File: config.mk
export PLATFORM = sky130hd
export DESIGN_NAME = frame_sched
export DESIGN_NICKNAME = d
export VERILOG_FILES = /design/src/rtl/frame_sched.sv
export SDC_FILE = /design/constraint.sdc
export NUM_CORES = 1
export LEC_CHECK = 0
export CORE_ASPECT_RATIO = 0.6
export CORE_MARGIN = 10
export CORE_UTILIZATION = 59
export DETAILED_ROUTE_END_ITERATION = 16
export PLACE_DENSITY = 0.89
export RECOVER_POWER = 50
export SLEW_MARGIN = 20
export SYNTH_ARGS = -nofsm -noshare
export SYNTH_HDL_FRONTEND = slang
export SYNTH_SLANG_ARGS = --single-unit
File: constraint.sdc
create_clock -name clk -period 5.61 [get_ports clk]
set_input_delay 0.561 -clock clk [delete_from_list [all_inputs] [get_ports clk]]
set_output_delay 0.561 -clock clk [all_outputs]
set_load 0.02 [all_outputs]
File: src/rtl/frame_sched.sv
// Capture scheduler for the camera front end: gates the pixel driver,
// counts pixel writes per frame and ping-pongs the two frame RAM banks
// between the writer and the image-processing reader.
module frame_sched #(
  parameter int unsigned AW        = 15,
  parameter int unsigned FRAME_PIX = 25344,
  parameter int unsigned TMO       = 2000000,
  parameter int unsigned DW        = 8
) (
  input  logic          clk,
  input  logic          rst,
  input  logic          run,
  input  logic          single,
  input  logic          vsync,
  input  logic          wr_en,
  input  logic          rd_ack,
  output logic          cap_en,
  output logic          wr_bank,
  output logic          rd_bank,
  output logic          rd_valid,
  output logic [AW-1:0] pix_cnt,
  output logic [DW-1:0] frame_cnt,
  output logic [DW-1:0] drop_cnt,
  output logic          err_len,
  output logic          err_tmo
);

  localparam int unsigned WW = $clog2(TMO + 1);

  typedef enum logic [2:0] {
    S_IDLE,
    S_SYNC,
    S_ARM,
    S_CAPT,
    S_CHECK
  } state_t;

  state_t        state, state_nxt;
  logic          vsync_q;
  logic          one_shot;
  logic [WW-1:0] wd;

  logic vs_rise, vs_fall, vs_edge;
  logic wd_on, tmo_hit, good, busy, swap;

  // Frame-level decode shared by the FSM and the datapath
  always_comb begin
    vs_rise = vsync & ~vsync_q;
    vs_fall = ~vsync & vsync_q;
    vs_edge = vs_rise | vs_fall;
    wd_on   = (state == S_SYNC) || (state == S_ARM) || (state == S_CAPT);
    tmo_hit = wd_on && !vs_edge && (wd == WW'(TMO - 1));
    good    = (pix_cnt == AW'(FRAME_PIX));
    // an ack in the CHECK cycle frees the reader bank before the swap decision
    busy    = rd_valid & ~rd_ack;
    swap    = (state == S_CHECK) && good && !busy;
  end

  // Next-state decode and driver enable
  always_comb begin
    state_nxt = state;
    cap_en    = (state == S_ARM) || (state == S_CAPT);
    if (tmo_hit) begin
      state_nxt = run ? S_SYNC : S_IDLE;
    end else begin
      case (state)
        S_IDLE:  if (run || single) state_nxt = S_SYNC;
        S_SYNC: begin
          if (!run && !one_shot) state_nxt = S_IDLE;
          else if (vs_rise)      state_nxt = S_ARM;
        end
        S_ARM: begin
          if (!run && !one_shot) state_nxt = S_IDLE;
          else if (vs_fall)      state_nxt = S_CAPT;
        end
        S_CAPT:  if (vs_rise) state_nxt = S_CHECK;
        S_CHECK: state_nxt = run ? S_ARM : S_IDLE;
        default: state_nxt = S_IDLE;
      endcase
    end
  end

  // State register, VSYNC history, watchdog and one-shot request
  always_ff @(posedge clk or negedge rst) begin
    if (!rst) begin
      state    <= S_IDLE;
      vsync_q  <= 1'b0;
      wd       <= '0;
      one_shot <= 1'b0;
    end else begin
      state   <= state_nxt;
      vsync_q <= vsync;
      if (!wd_on || (state_nxt != state) || vs_edge || tmo_hit) wd <= '0;
      else                                                   wd <= wd + 1'b1;
      if ((state == S_IDLE) && single)            one_shot <= 1'b1;
      else if (tmo_hit)                           one_shot <= 1'b0;
      else if ((state == S_CHECK) && !run)        one_shot <= 1'b0;
    end
  end

  // Pixel counting and error pulses
  always_ff @(posedge clk or negedge rst) begin
    if (!rst) begin
      pix_cnt <= '0;
      err_len <= 1'b0;
      err_tmo <= 1'b0;
    end else begin
      if ((state == S_ARM) && (state_nxt == S_CAPT)) pix_cnt <= '0;
      else if ((state == S_CAPT) && wr_en && (pix_cnt != '1)) pix_cnt <= pix_cnt + 1'b1;
      err_len <= (state == S_CHECK) && !good;
      err_tmo <= tmo_hit;
    end
  end

  // Bank ownership hand-off and frame statistics
  always_ff @(posedge clk or negedge rst) begin
    if (!rst) begin
      wr_bank   <= 1'b0;
      rd_bank   <= 1'b1;
      rd_valid  <= 1'b0;
      frame_cnt <= '0;
      drop_cnt  <= '0;
    end else begin
      if (swap) begin
        rd_bank   <= wr_bank;
        wr_bank   <= ~wr_bank;
        rd_valid  <= 1'b1;
        frame_cnt <= frame_cnt + 1'b1;
      end else if (rd_ack) begin
        rd_valid  <= 1'b0;
      end
      if ((state == S_CHECK) && good && busy && (drop_cnt != '1)) drop_cnt <= drop_cnt + 1'b1;
    end
  end

endmodule

* Yosys cells after proc, flatten, opt, wreduce, memory -nomap -nowiden
Cells that the tools add are included.
Widths: inputs -> output; s select.
** Word-level totals
- Register bits after elaboration :: 62
- Output and inout bits :: 37
- Word-level logic and storage cells :: 82
** Cells by class
- $add $sub $neg :: 4
- Eq/ne operators :: 10
- Multiplexer cells :: 18
- Bitwise operators :: 8
- Reduce and logical (&&, ||, !) cells :: 30
** Operators by type and width (number)
- $mux 15 :: 2
- $add 21x1->21 const B :: 1
- $eq 21x21->1 const B :: 1
- $mux 21 :: 1
- $mux 3 :: 7
- $add 8x1->8 const B :: 2
- $add 15x1->15 const B :: 1
- $eq 15x15->1 const B :: 1
- $ne 15x15->1 const B :: 1
- $pmux 3 s5 :: 1
- $logic_and 1x1->1 :: 13
- $eq 3x2->1 const B :: 3
- $ne 8x8->1 const B :: 1
- $logic_or 1x1->1 :: 7
- $logic_not 1->1 :: 6
- $mux 1 :: 6
- $not 1->1 :: 4
- $reduce_bool 2->1 :: 2
- $and 1x1->1 :: 3
- $eq 3x1->1 const B :: 1
- $eq 3x3->1 const B :: 1
- $logic_not 3->1 :: 1
- $ne 3x3->1 :: 1
- $reduce_bool 3->1 :: 1
- 2 further kinds :: 2

* Logic depth before layout (Yosys ltp)
Gate-level depths: netlist of the first run.
- Depth after elaboration :: 12
- Depth in mapped cells :: 8
- Depth with buffers taken out :: 7

* Worst setup path after synthesis of the first run
OpenSTA, ideal clock, no wires.
- Kind :: register to register
- Start :: register pix_cnt[11]
- End :: register drop_cnt[1]
- Library setup time :: 0.128 ns
- Arrival time :: 2.074 ns
- Data required time :: 5.482 ns
- Path slack :: 3.409 ns
- Cell stages (with the launch flop) :: 6
- Buffers on the path :: 1
- Path through :: dfrtp_1 -> or4_4 -> nor4_4 -> nand4bb_1 -> buf_4 -> mux2_1
** On the way
- Cells in the longest elaborated chain, start to end :: 4
** Ends and longest elaborated chain
- start, declared :: line 21 : output logic [AW-1:0] pix_cnt,
- start signal, assigned :: line 109 : else if ((state == S_CAPT) && wr_en && (pix_cnt != '1)) pix_cnt <= pix_cnt + 1'b1;
- $eq 15x15->1 :: line 53 : good = (pix_cnt == AW'(FRAME_PIX));
- $logic_and 1x1->1 (3 in a row) :: line 132 : if ((state == S_CHECK) && good && busy && (drop_cnt != '1)) drop_cnt <= drop_cnt + 1'b1;
- end signal, assigned :: line 132
- end, declared :: line 23 : output logic [DW-1:0] drop_cnt,
No other way between the ends.
A chain may end at the register's enable or synchronous reset.

==> results of run 1 <==
cell families after synthesis:
family | count (synthesis) | synth area share
simple gates | 164 | 0.2840
xor+xnor | 44 | 0.1190
flops | 62 | 0.4795
compound gates | 23 | 0.04637
fa+ha+maj | 7 | 0.02705
mux | 5 | 0.01739
buf+inv | 22 | 0.02666
per-layer routing:
metal,track usage,part of all wire
met4,0.05473,0.013
met3,0.07373,0.089
met2,0.2510,0.44
met1,0.2429,0.46
met5,0,0
area by class of cell:
class | instances | area, um^2
multi-input combinational | 243 | 1587
sequential | 62 | 1553
timing repair buffer | 46 | 444.2
tap | 66 | 82.58
clock inverter | 5 | 81.33
clock buffer | 11 | 151.4
fill | 356 | 1236
inverter | 12 | 45.04
flip-flops by register name (all words and copies together) (netlist names), 3 cells and up:
register	flops
frame_cnt	8
wd	21
pix_cnt	15
drop_cnt	8
state	3
per-stage QoR:
step	utilization	hold WS, ps
finish	0.7614	461.0
global route	0.7614	485.7
CTS	0.7657	387.4
detailed placement	0.7208	456.0
floorplan	-	265.4
global placement	0.7208	456.4
layout by cell type (no fill, tap or decap), types with 4 or more instances in the layout:
master / n
nand3_1: 23
mux2_2: 4
xor2_1: 29
clkdlybuf4s50_1: 26
nor3_1: 29
dlygate4sd3_1: 16
nor4_1: 6
and3_1: 4
ha_1: 7
clkbuf_8: 11
nand2_1: 19
a21oi_1: 5
nor3b_1: 4
nand4_1: 13
dfrtp_1: 61
xnor2_1: 15
nor2_1: 36
inv_1: 12
o21ai_0: 6
path summary, 6_finish.rpt:
| check | from | to | slack, ps | cells after the start |
|---|---|---|---|---|
| setup / recovery | rst | drop_cnt[1] | 2420 | 2 |
| hold / removal | frame_cnt[7] | frame_cnt[7] | 460 | 1 |
| setup reg to reg | pix_cnt[5] | drop_cnt[1] | 2510 | 4 |
| hold reg to reg | frame_cnt[7] | frame_cnt[7] | 460 | 1 |
| max in group clk | pix_cnt[5] | drop_cnt[1] | 2510 | 4 |
| min in group asynchronous | rst | pix_cnt[7] | 1360 | 2 |
power groups by stage:
stage	clock network [mW]	registers [mW]	logic (mW)
floorplan	0	0.499	0.182
global placement	0	0.510	0.258
detailed placement	0	0.512	0.264
CTS	0.460	0.505	0.269
global route	0.483	0.510	0.293
finish	0.455	0.507	0.270
==> results.sh, run 1 <==
export IMPL_yosysSeqAreaShare=0.4795
export IMPL_power_leakage_nw=1.697
export IMPL_grt_pass1_vias=2546
export IMPL_num_antenna_cells=0
export IMPL_grt_pass1_wl_um=12900
export IMPL_cp_cell_sequence="buf_2 -> clkbuf_1"
export IMPL_crit_path_start_kind="input pin"
export IMPL_worstPathRequired_ps=5350
export IMPL_crit_family="buffers and inverters"
export IMPL_cts_resized=0
export IMPL_critPathKind="input pin to asynchronous set/reset pin"
export IMPL_grt_max_degree=63
export IMPL_ctsRootBufferMaster="clkbuf_8"
export IMPL_fin_skew_ps=13.03
export IMPL_critPathMaxFanout=62
export IMPL_crit_path_max_incr_delay_ps=2250
export IMPL_syn_avg_cell_area_um2=9.902
export IMPL_synth_edff_count=0
export IMPL_nets=388
export IMPL_crit_slowest_cell="clkbuf_1"
export IMPL_maxSlewHeadroom=-1.145
export IMPL_setup_viol=0
export IMPL_cts_tree="yes"
export IMPL_ys_warnings_count=0
export IMPL_period_share=0.5681
export IMPL_rsz0062_at_grt="false"
export IMPL_status="finished, violations left"
export IMPL_netlist_area_um2=3238
export IMPL_hold_viol=0
export IMPL_drv_slew=63
export IMPL_die_area_um2=8949
export IMPL_io_pins=44
export IMPL_die_h_um=77.39
export IMPL_drc_errors=0
export IMPL_htree_levels=3
export IMPL_tightest_slew_ps=3217
export IMPL_fin_setup_tns_ps=0
export IMPL_ir_worst_vdd_v=0.0002147
export IMPL_yosys_register_bits=62
export IMPL_max_freq_ghz=0.3138
export IMPL_swShare=0.3235
export IMPL_synth_commonest_cells="dfrtp_1, nor2_1, nor3_1, xor2_1, nand3_1"
export IMPL_cap_viol_max_count=1
export IMPL_stdcell_area_um2=3944
export IMPL_antenna_found_initial=0
export IMPL_end_kind="asynchronous set/reset pin"
export IMPL_intPower_mw=0.8336
export IMPL_first_pass_iters=5
export IMPL_critPathBufInv=2
export IMPL_routed_wl_um=7576
export IMPL_power_mw=1.232
export IMPL_ant_nets=0
export IMPL_period_needed_ps=3187
export IMPL_die_x_um=115.6
export IMPL_power_frac_clock=0.369
export IMPL_post_cts_buffers=0
export IMPL_via_per_inst=6.067
export IMPL_cts_path_max_buffers=2
export IMPL_drive_gt1_frac=0.08707
export IMPL_groute_usage_overall=0.1780
export IMPL_portBuffers=43
export IMPL_cts_made_buffers=9
export IMPL_worstPathArrival_ps=2930
export IMPL_synth_cell_types=48
export IMPL_hp_class="flip-flop to flip-flop"
export IMPL_synth_nets=341
export IMPL_p_sw_mw=0.3987
export IMPL_dp_hpwl_um=5389
export IMPL_dpl_instance_area_um2=3734
export IMPL_pre_cts_ws_ps=2627
export IMPL_async_reset_ff_frac=1.000
export IMPL_clk_latency_ps=350
export IMPL_yosys_area_top_type="dfrtp_1"
export IMPL_start_util=0.6251
export IMPL_globalplace_congestion=0.8420
export IMPL_wire_per_inst_um=17.02
export IMPL_synth_top_area_share=0.4714
export IMPL_worst_slack_ps=2423
export IMPL_ys_flop_type="dfrtp_1"
export IMPL_power_density_nw_per_um2=312.5
export IMPL_p_comb_frac=0.219
export IMPL_syn2layout_area_growth_pct=21.79
export IMPL_dp_cells=429
export IMPL_violations="max-capacitance violations, max-slew violations"
export IMPL_vias=2700
export IMPL_pwr_share_seq=0.411
export IMPL_synth_area_leaders="dfrtp_1, xor2_1, nor3_1"
export IMPL_yosysMostFrequentCell="dfrtp_1"
export IMPL_row_count=20
export IMPL_core_area_um2=5180
export IMPL_fin_cells=445
export IMPL_postCtsHoldBufs=0
export IMPL_grt_ovfl_total=0
export IMPL_clock_sinks=62
export IMPL_clk_pin_slew_ps=70
export IMPL_drt_iter0_drc=253
export IMPL_synthCells=327
Power figures use the tool's default switching activity.
==> run 2, diff against run 1 <==
--- a/config.mk
+++ b/config.mk
@@ -7,9 +7,9 @@
 export LEC_CHECK = 0
 export CORE_ASPECT_RATIO = 0.6
 export CORE_MARGIN = 10
-export CORE_UTILIZATION = 59
+export CORE_UTILIZATION = 55
 export DETAILED_ROUTE_END_ITERATION = 16
-export PLACE_DENSITY = 0.89
+export PLACE_DENSITY = 0.84
 export RECOVER_POWER = 50
 export SLEW_MARGIN = 20
 export SYNTH_ARGS = -nofsm -noshare
==> constraint.sdc (replaced) <==
create_clock -name clk -period 3.25 [get_ports clk]
set_input_delay 0.325 -clock clk [delete_from_list [all_inputs] [get_ports clk]]
set_output_delay 0.325 -clock clk [all_outputs]
set_load 0.02 [all_outputs]
==> results.sh, run 2 (synthesis results as in run 1) <==
export IMPL_largest_register="wd"
export IMPL_setup_viol=0
export IMPL_grt_max_degree=51
export IMPL_wire_per_inst_um=16.10
export IMPL_hp_class="flip-flop to flip-flop"
export IMPL_clock_sinks=62
export IMPL_maxSlewHeadroom=-0.7441
export IMPL_io_pins=44
export IMPL_cp_num_cells=4
export IMPL_crit_path_start_kind="flip-flop"
export IMPL_ir_worst_vdd_v=0.0003803
export IMPL_grt_pass1_vias=2515
export IMPL_cts_path_max_buffers=2
export IMPL_nets=389
export IMPL_reg2reg_depth=4
export IMPL_row_count=21
export IMPL_groute_usage_overall=0.1656
export IMPL_htree_levels=3
export IMPL_period_share=0.7823
export IMPL_final_cell_mix="dfrtp_1, nor2_1, nor3_1, xor2_1, clkdlybuf4s50_1"
export IMPL_critPathKind="flip-flop to flip-flop"
export IMPL_worstPathArrival_ps=2790
export IMPL_globalplace_congestion=0.9049
export IMPL_violations="max-capacitance violations, max-slew violations"
export IMPL_fin_skew_ps=9.005
export IMPL_grt_ovfl_total=0
export IMPL_cp_cell_sequence="or4_4 -> nor4_4 -> nand4bb_1 -> mux2_1"
export IMPL_hold_viol=0
export IMPL_cap_viol_max_count=1
export IMPL_dp_hpwl_um=5384
export IMPL_crit_path_max_incr_delay_ps=570
export IMPL_cts_resized=0
export IMPL_cts_tree="yes"
export IMPL_power_mw=2.102
export IMPL_largest_registers="wd: 21 flops, pix_cnt: 15 flops"
export IMPL_cts_made_buffers=9
export IMPL_die_h_um=79.44
export IMPL_clk_pin_slew_ps=80
export IMPL_syn2layout_area_growth_pct=23.22
export IMPL_setup_worst_path_start="pix_cnt[11]"
export IMPL_power_leakage_nw=1.696
export IMPL_fin_setup_tns_ps=0
export IMPL_drc_errors=0
export IMPL_rr_startpoint="pix_cnt[11]"
export IMPL_rsz0062_at_grt="false"
export IMPL_power_density_nw_per_um2=526.8
export IMPL_num_antenna_cells=0
export IMPL_antenna_found_initial=0
export IMPL_worstPathRequired_ps=3490
export IMPL_status="finished, violations left"
export IMPL_period_needed_ps=2542
export IMPL_grt_pass1_wl_um=12710
export IMPL_tightest_slew_ps=2616
export IMPL_crit_slowest_cell="or4_4"
export IMPL_post_cts_buffers=0
export IMPL_clk_latency_ps=360
export IMPL_reg2reg_to="drop_cnt[1]"
export IMPL_drive_gt1_frac=0.09474
export IMPL_end_kind="flip-flop"
export IMPL_r2r_setup_slack_ps=710
export IMPL_critPathBufInv=0
export IMPL_via_per_inst=5.737
export IMPL_fill_cells=433
export IMPL_start_util=0.5732
export IMPL_crit_family="simple AND/OR/NAND/NOR gates"
export IMPL_drt_iter0_drc=249
export IMPL_core_area_um2=5649
export IMPL_routed_wl_um=7404
export IMPL_die_x_um=119.1
export IMPL_die_area_um2=9457
export IMPL_first_pass_iters=4
export IMPL_critPathMaxFanout=8
export IMPL_drv_slew=51
export IMPL_ctsRootBufferMaster="clkbuf_8"
export IMPL_portBuffers=43
export IMPL_postCtsHoldBufs=0
export IMPL_vias=2639
export IMPL_largest_register_ffs=21
export IMPL_max_freq_ghz=0.3933
export IMPL_worstSetupEndpoint="drop_cnt[1]"
export IMPL_final_common_cell="dfrtp_1"
export IMPL_ant_nets=0
-- run 2: layout make-up --
cell class,count,area [um^2],share of cell area
inverters,12,45.04,0.01129
flip-flops and latches,62,1553,0.3892
clock inverters,6,92.59,0.02320
well taps,80,100.1,0.02509
repair buffers,47,450.4,0.1129
multi-input cells,243,1612,0.4039
clock buffers,10,137.6,0.03449
-- run 2: stage by stage --
stage	std cells	utilization	setup WS [ps]	instance area, um^2	hold slack [ps]
final	460	0.7063	707.6	3990	463.1
after global routing	460	0.7063	379.2	3990	482.4
after CTS	460	0.7061	692.2	3989	194.1
after detailed placement	444	0.6653	731.9	3759	460.7
after global placement	444	0.6653	794.2	3759	454.0
after floorplan	327	-	1049	3238	29.41
-- run 2: worst min path at each step --
stage	start	end	slack, ps	cells past startpoint
2_1_floorplan	rst	drop_cnt[0]	30	0
4_1_cts	rst	frame_cnt[7]	190	1
3_3_place_gp	frame_cnt[7]	frame_cnt[7]	450	1
6_report	frame_cnt[7]	frame_cnt[7]	460	1
5_1_grt	frame_cnt[7]	frame_cnt[7]	480	1
3_5_place_dp	frame_cnt[7]	frame_cnt[7]	460	1
-- run 2: where the power goes --
part	leakage [nW]	switching (mW)	total, mW	internal (mW)
combinational	0.744	0.290	0.452	0.163
sequential	0.843	0.0641	0.869	0.805
clock	0.109	0.325	0.780	0.456
-- run 2: routing by layer --
metal,up-vias,global-route usage,wire [um]
met1,1267,0.2321,3642
met3,15,0.05932,575
met4,0,0.06796,127
met2,91,0.2239,3058
li1,1266,-,-
met5,-,0,0
==> RTL change 1, RTL diff (settings of run 2) <==
Change the parameter `DW` from 8 to 6.
--- a/src/rtl/frame_sched.sv
+++ b/src/rtl/frame_sched.sv
@@ -7,3 +7,3 @@
   parameter int unsigned TMO       = 2000000,
-  parameter int unsigned DW        = 8
+  parameter int unsigned DW        = 6
 ) (
Ports: changed (resized drop_cnt and frame_cnt); port bits go from 44 to 40. No check against the original RTL was run, so the function may have changed too.
==> RTL change 1 against run 2 <==
  * The flow still finishes with violations (max-capacitance violations, max-slew violations)
  * Sequential cell count is 4 lower
  * Count of clock-buffer cells in the layout is 2 higher
  * Power is 12% lower
  * Synthesized area is 4.1% lower
  * Final area is 7.5% lower
  * Sequential power is 2% lower
  * Wire length is 8.2% lower
  * Setup slack better by 240 ps
  * Clock power is 19% lower
  * Clock skew is 1.5 ps lower
==> RTL change 1: results <==
yosys:
  synth_mux_area_share_pct: 1.088
  seq_area_frac_synth_pct: 46.78
  synth_xor_area_share_pct: 11.28
  synth_area_leaders: "dfrtp_1 (46%), xnor2_1 (8.5%), nor2_1 (5.3%), ha_1 (2.8%), xor2_1 (2.8%)"
  synth.distinct_cells: 52
  synth_fa_ha_area_share_pct: 2.820
  synthesis.nets: 322
  synthTopCellsByCount: "dfrtp_1 (57), nor2_1 (44), xnor2_1 (30)"
  syn_area_per_cell_um2: 10.08
  synth_compound_gate_area_share_pct: 5.560
grt:
  grtUsageMet3_pct: 6.530
  grtUsageTotal_pct: 15.79
  grt_max_degree: 47
  grt_pass1_wl_mm: 11.52
  grt_util_met1_pct: 21.68
  use_met2_pct: 21.77
  grt_pass1_vias: 2318
routing:
  drt_pre_antenna_iters: 5
  ant_nets: 0
  first_iter_violations: 187
  routedWlPerCell_um: 16.03
  routed_wl_mm: 6.798
  vias_per_cell: 5.748
cells_and_area:
  inv_count: 9
  multi_input_gates: 231
  final-clk-cell-share_pct: 5.019
  fin_nets: 365
  buffer_area_share_pct: 10.92
  clockBufferCount: 12
  multi_input_area_um2: 1529
  drive_above_1_share_pct: 10.42
  regArea_um2: 1453
  design.seq.count: 58
  buffers: 42
pwr:
  ir_drop_mv: 0.2765
  cellLeakagePower_nw: 1.484
worst_hold_path:
  whs_path_depth: 1
  worstHoldStart: "drop_cnt[4]"
  min_to: "drop_cnt[4]"
worst_setup_path:
  critPathMaxFanout: 6
  cp-startpoint: "pix_cnt[0]"
  rrSetupSlack_ps: 950
  r2r_cells: 7
  cp_slowest_stage_delay_ps: 430
placement:
  place_ws_ps: 907.2
  dp.cells: 409
  gp_congestion: 0.8909
  portBuffers: 39
  place.detailed.hpwl_mm: 4.968
sta:
  tightestPinTransition_ps: 2391
  skew_ps: 7.479
  fmaxAchievable_mhz: 434.4
  maxSlewViolCount: 47
cts:
  clk_latency_ps: 330
  clkTransAtPathRegs_ps: 60
run:
  maxCapViolCount: 1
run_status:
  violations: "max-capacitance violations, max-slew violations"
  run_status: "finished with violations"
## RTL change 1: cell types whose count changed in the layout (fill, tap and decap cells not counted), moves of 5 or more
cell / before / now
nor2_1: 36 / 44
dlygate4sd3_1: 18 / 13
nand3_1: 23 / 16
xnor2_1: 15 / 30
nor3_1: 29 / 8
xor2_1: 29 / 10
## RTL change 1: stage by stage
| stage | hold slack [ps] | cell area [um2] | util (%) |
|---|---|---|---|
| floorplan | 29.41 | 3105 | - |
| global placement | 482.6 | 3537 | 64.10 |
| detailed placement | 492.2 | 3537 | 64.10 |
| CTS | 185.9 | 3722 | 67.46 |
| global route | 519.3 | 3690 | 66.87 |
| finish | 488.1 | 3690 | 66.87 |
## RTL change 1: routing by layer
layer	part of all wire (%)	up-vias
met1	46	1161
met2	43	96
met4	1.4	0
met3	9.1	9
met5	0	-
li1	-	1171
## RTL change 1: where the power goes
group	total [mW]	internal, mW	switching [mW]
logic	0.375	0.155	0.220
registers	0.850	0.763	0.0866
clock network	0.631	0.368	0.262
==> RTL change 2, RTL diff (settings of run 2) <==
Made on the original files. Reset style: synchronous (`rst`), changed in 3 clocked blocks.
--- a/src/rtl/frame_sched.sv
+++ b/src/rtl/frame_sched.sv
@@ -83,3 +83,3 @@
   // State register, VSYNC history, watchdog and one-shot request
-  always_ff @(posedge clk or negedge rst) begin
+  always_ff @(posedge clk) begin
     if (!rst) begin
@@ -101,3 +101,3 @@
   // Pixel counting and error pulses
-  always_ff @(posedge clk or negedge rst) begin
+  always_ff @(posedge clk) begin
     if (!rst) begin
@@ -115,3 +115,3 @@
   // Bank ownership hand-off and frame statistics
-  always_ff @(posedge clk or negedge rst) begin
+  always_ff @(posedge clk) begin
     if (!rst) begin
Check against the original RTL: differs if rst is asserted again (counterexample within 4 cycles, from zero or initial values and one cycle with rst low); with rst held inactive, the same outputs for 10 cycles.
==> RTL change 2 against run 2 <==
  * Core utilization shrank 0.19 points
  * Synthesized area is 7.9% lower
  * Final area down 9.0%
  * Sequential cell count did not move
  * Setup slack improved by 150 ps
  * Wire length fell by 2.0%
Power is not compared: it rests on default switching activity, and its combinational part moved more than twofold at a synthesized area within 25%.
==> RTL change 2: results <==
run_status:
  run_status: "completed"
cts:
  clockRootBuffer: "clkbuf_8"
  clkTransAtPathRegs_ps: 70
  cts-buffers-inserted: 9
  postCtsResizedCells: 0
  post_cts_buffers: 0
  clk_latency_ps: 350
  cts_buffer_depth: 2
  cts_max_level: 3
grt:
  grtUsageTotal_pct: 17.14
  grt_max_degree: 22
  grt_util_met1_pct: 22.53
  grtUsageMet3_pct: 8.003
  antenna_found_initial: 0
  use_met2_pct: 23.60
  grt_pass1_wl_mm: 12.41
  grt_pass1_vias: 2498
routing:
  route.met2.wl_mm: 3.200
  drt_pre_antenna_iters: 4
  met1Wirelength_mm: 3.283
  met3_wirelength_um: 657
  vias: 2612
  routedWlPerCell_um: 15.70
  first_iter_violations: 155
  maxUsedRoutingLayer: "met4"
sta:
  fin_crit_sh_pct: 73.62
  skew_ps: 5.735
  slew_headroom_pct: 49.06
placement:
  gp_congestion: 0.8464
  place_ws_ps: 871.1
  place.detailed.hpwl_mm: 5.292
  portBuffers: 43
  placed_area_um2: 3443
cells_and_area:
  fillers: 413
  drive_above_1_share_pct: 5.556
  reg_top3: "wd (21), pix_cnt (15)"
  fin_nets: 405
  diodes: 0
worst_setup_path:
  cp_slowest_cell: "nand4_1"
  critPathMaxFanout: 18
  worstPathArrival_ps: 2630
  cp_slowest_stage_delay_ps: 680
  rrSetupSlack_ps: 860
  r2r_cells: 5
pwr:
  swShare_pct: 20.87
  cellLeakagePower_nw: 1.345
  ir_drop_mv: 0.2029
yosys:
  synthesis.nets: 361
  seq_area_frac_synth_pct: 41.63
  synth.distinct_cells: 47
  yosysWarningCount: 0
  synth_area_leaders: "dfxtp_1 (42%), nor2_1 (8.6%), xor2_1 (6.5%), xnor2_1 (5.6%), nand3_1 (4.2%)"
  synthArstFlopShare_pct: 0
  synthTopCellsByCount: "nor2_1 (68), dfxtp_1 (62), nand3_1 (25)"
  synth-main-ff-cell: "dfxtp_1"
worst_hold_path:
  whs_path_depth: 1
  hold_class: "flip-flop to flip-flop"
==> RTL change 2: power by group through the flow <==
stage / clock [mW] / combinational (mW) / sequential [mW]
6_report: 0.737 / 0.0538 / 0.773
3_3_place_gp: 0 / 0.0516 / 0.789
3_5_place_dp: 0 / 0.0533 / 0.789
5_1_grt: 0.794 / 0.0597 / 0.773
4_1_cts: 0.756 / 0.0538 / 0.772
2_1_floorplan: 0 / 0.0386 / 0.784
==> RTL change 2: stage by stage <==
step | std cells | power, mW | hold slack (ps)
floorplan | 347 | 0.8226 | 386.9
global placement | 446 | 0.8404 | 427.6
detailed placement | 446 | 0.8427 | 462.5
CTS | 462 | 1.582 | 480.8
global route | 462 | 1.627 | 489.7
finish | 462 | 1.564 | 470.2
==> RTL change 2: final cells by class <==
type / instances / area [um2] / share of cell area, %
clock buffers: 12 / 145.1 / 3.997
clock inverters: 4 / 70.07 / 1.930
inverters: 11 / 41.29 / 1.137
multi-input cells: 262 / 1605 / 44.21
flip-flops and latches: 62 / 1241 / 34.18
well taps: 66 / 82.58 / 2.274
repair buffers: 45 / 445.4 / 12.27
==> RTL change 2: worst max-delay path, delay by kind of cell (launching register included) <==
kind          cells  cell delay (ps)
simple gates      4             1750
flops             1              370
xor+xnor          1              170
==> RTL change 2: final timing paths <==
kind | startpoint | endpoint
worst max-delay path | pix_cnt[4] | frame_cnt[7]
worst min-delay path | wd[0] | wd[0]
worst max register to register | pix_cnt[4] | frame_cnt[7]
worst min register to register | wd[0] | wd[0]
==> RTL change 2: kinds of logic after synthesis <==
family	after synthesis	synth area share [%]
AOI/OAI and AO/OA	30	6.546
xor gates and xnor gates	41	12.04
adders and majority gates	7	2.937
buffers and inverters	23	3.609
DFF	62	41.63
muxes	3	1.007
and+or+nand+nor	181	32.23
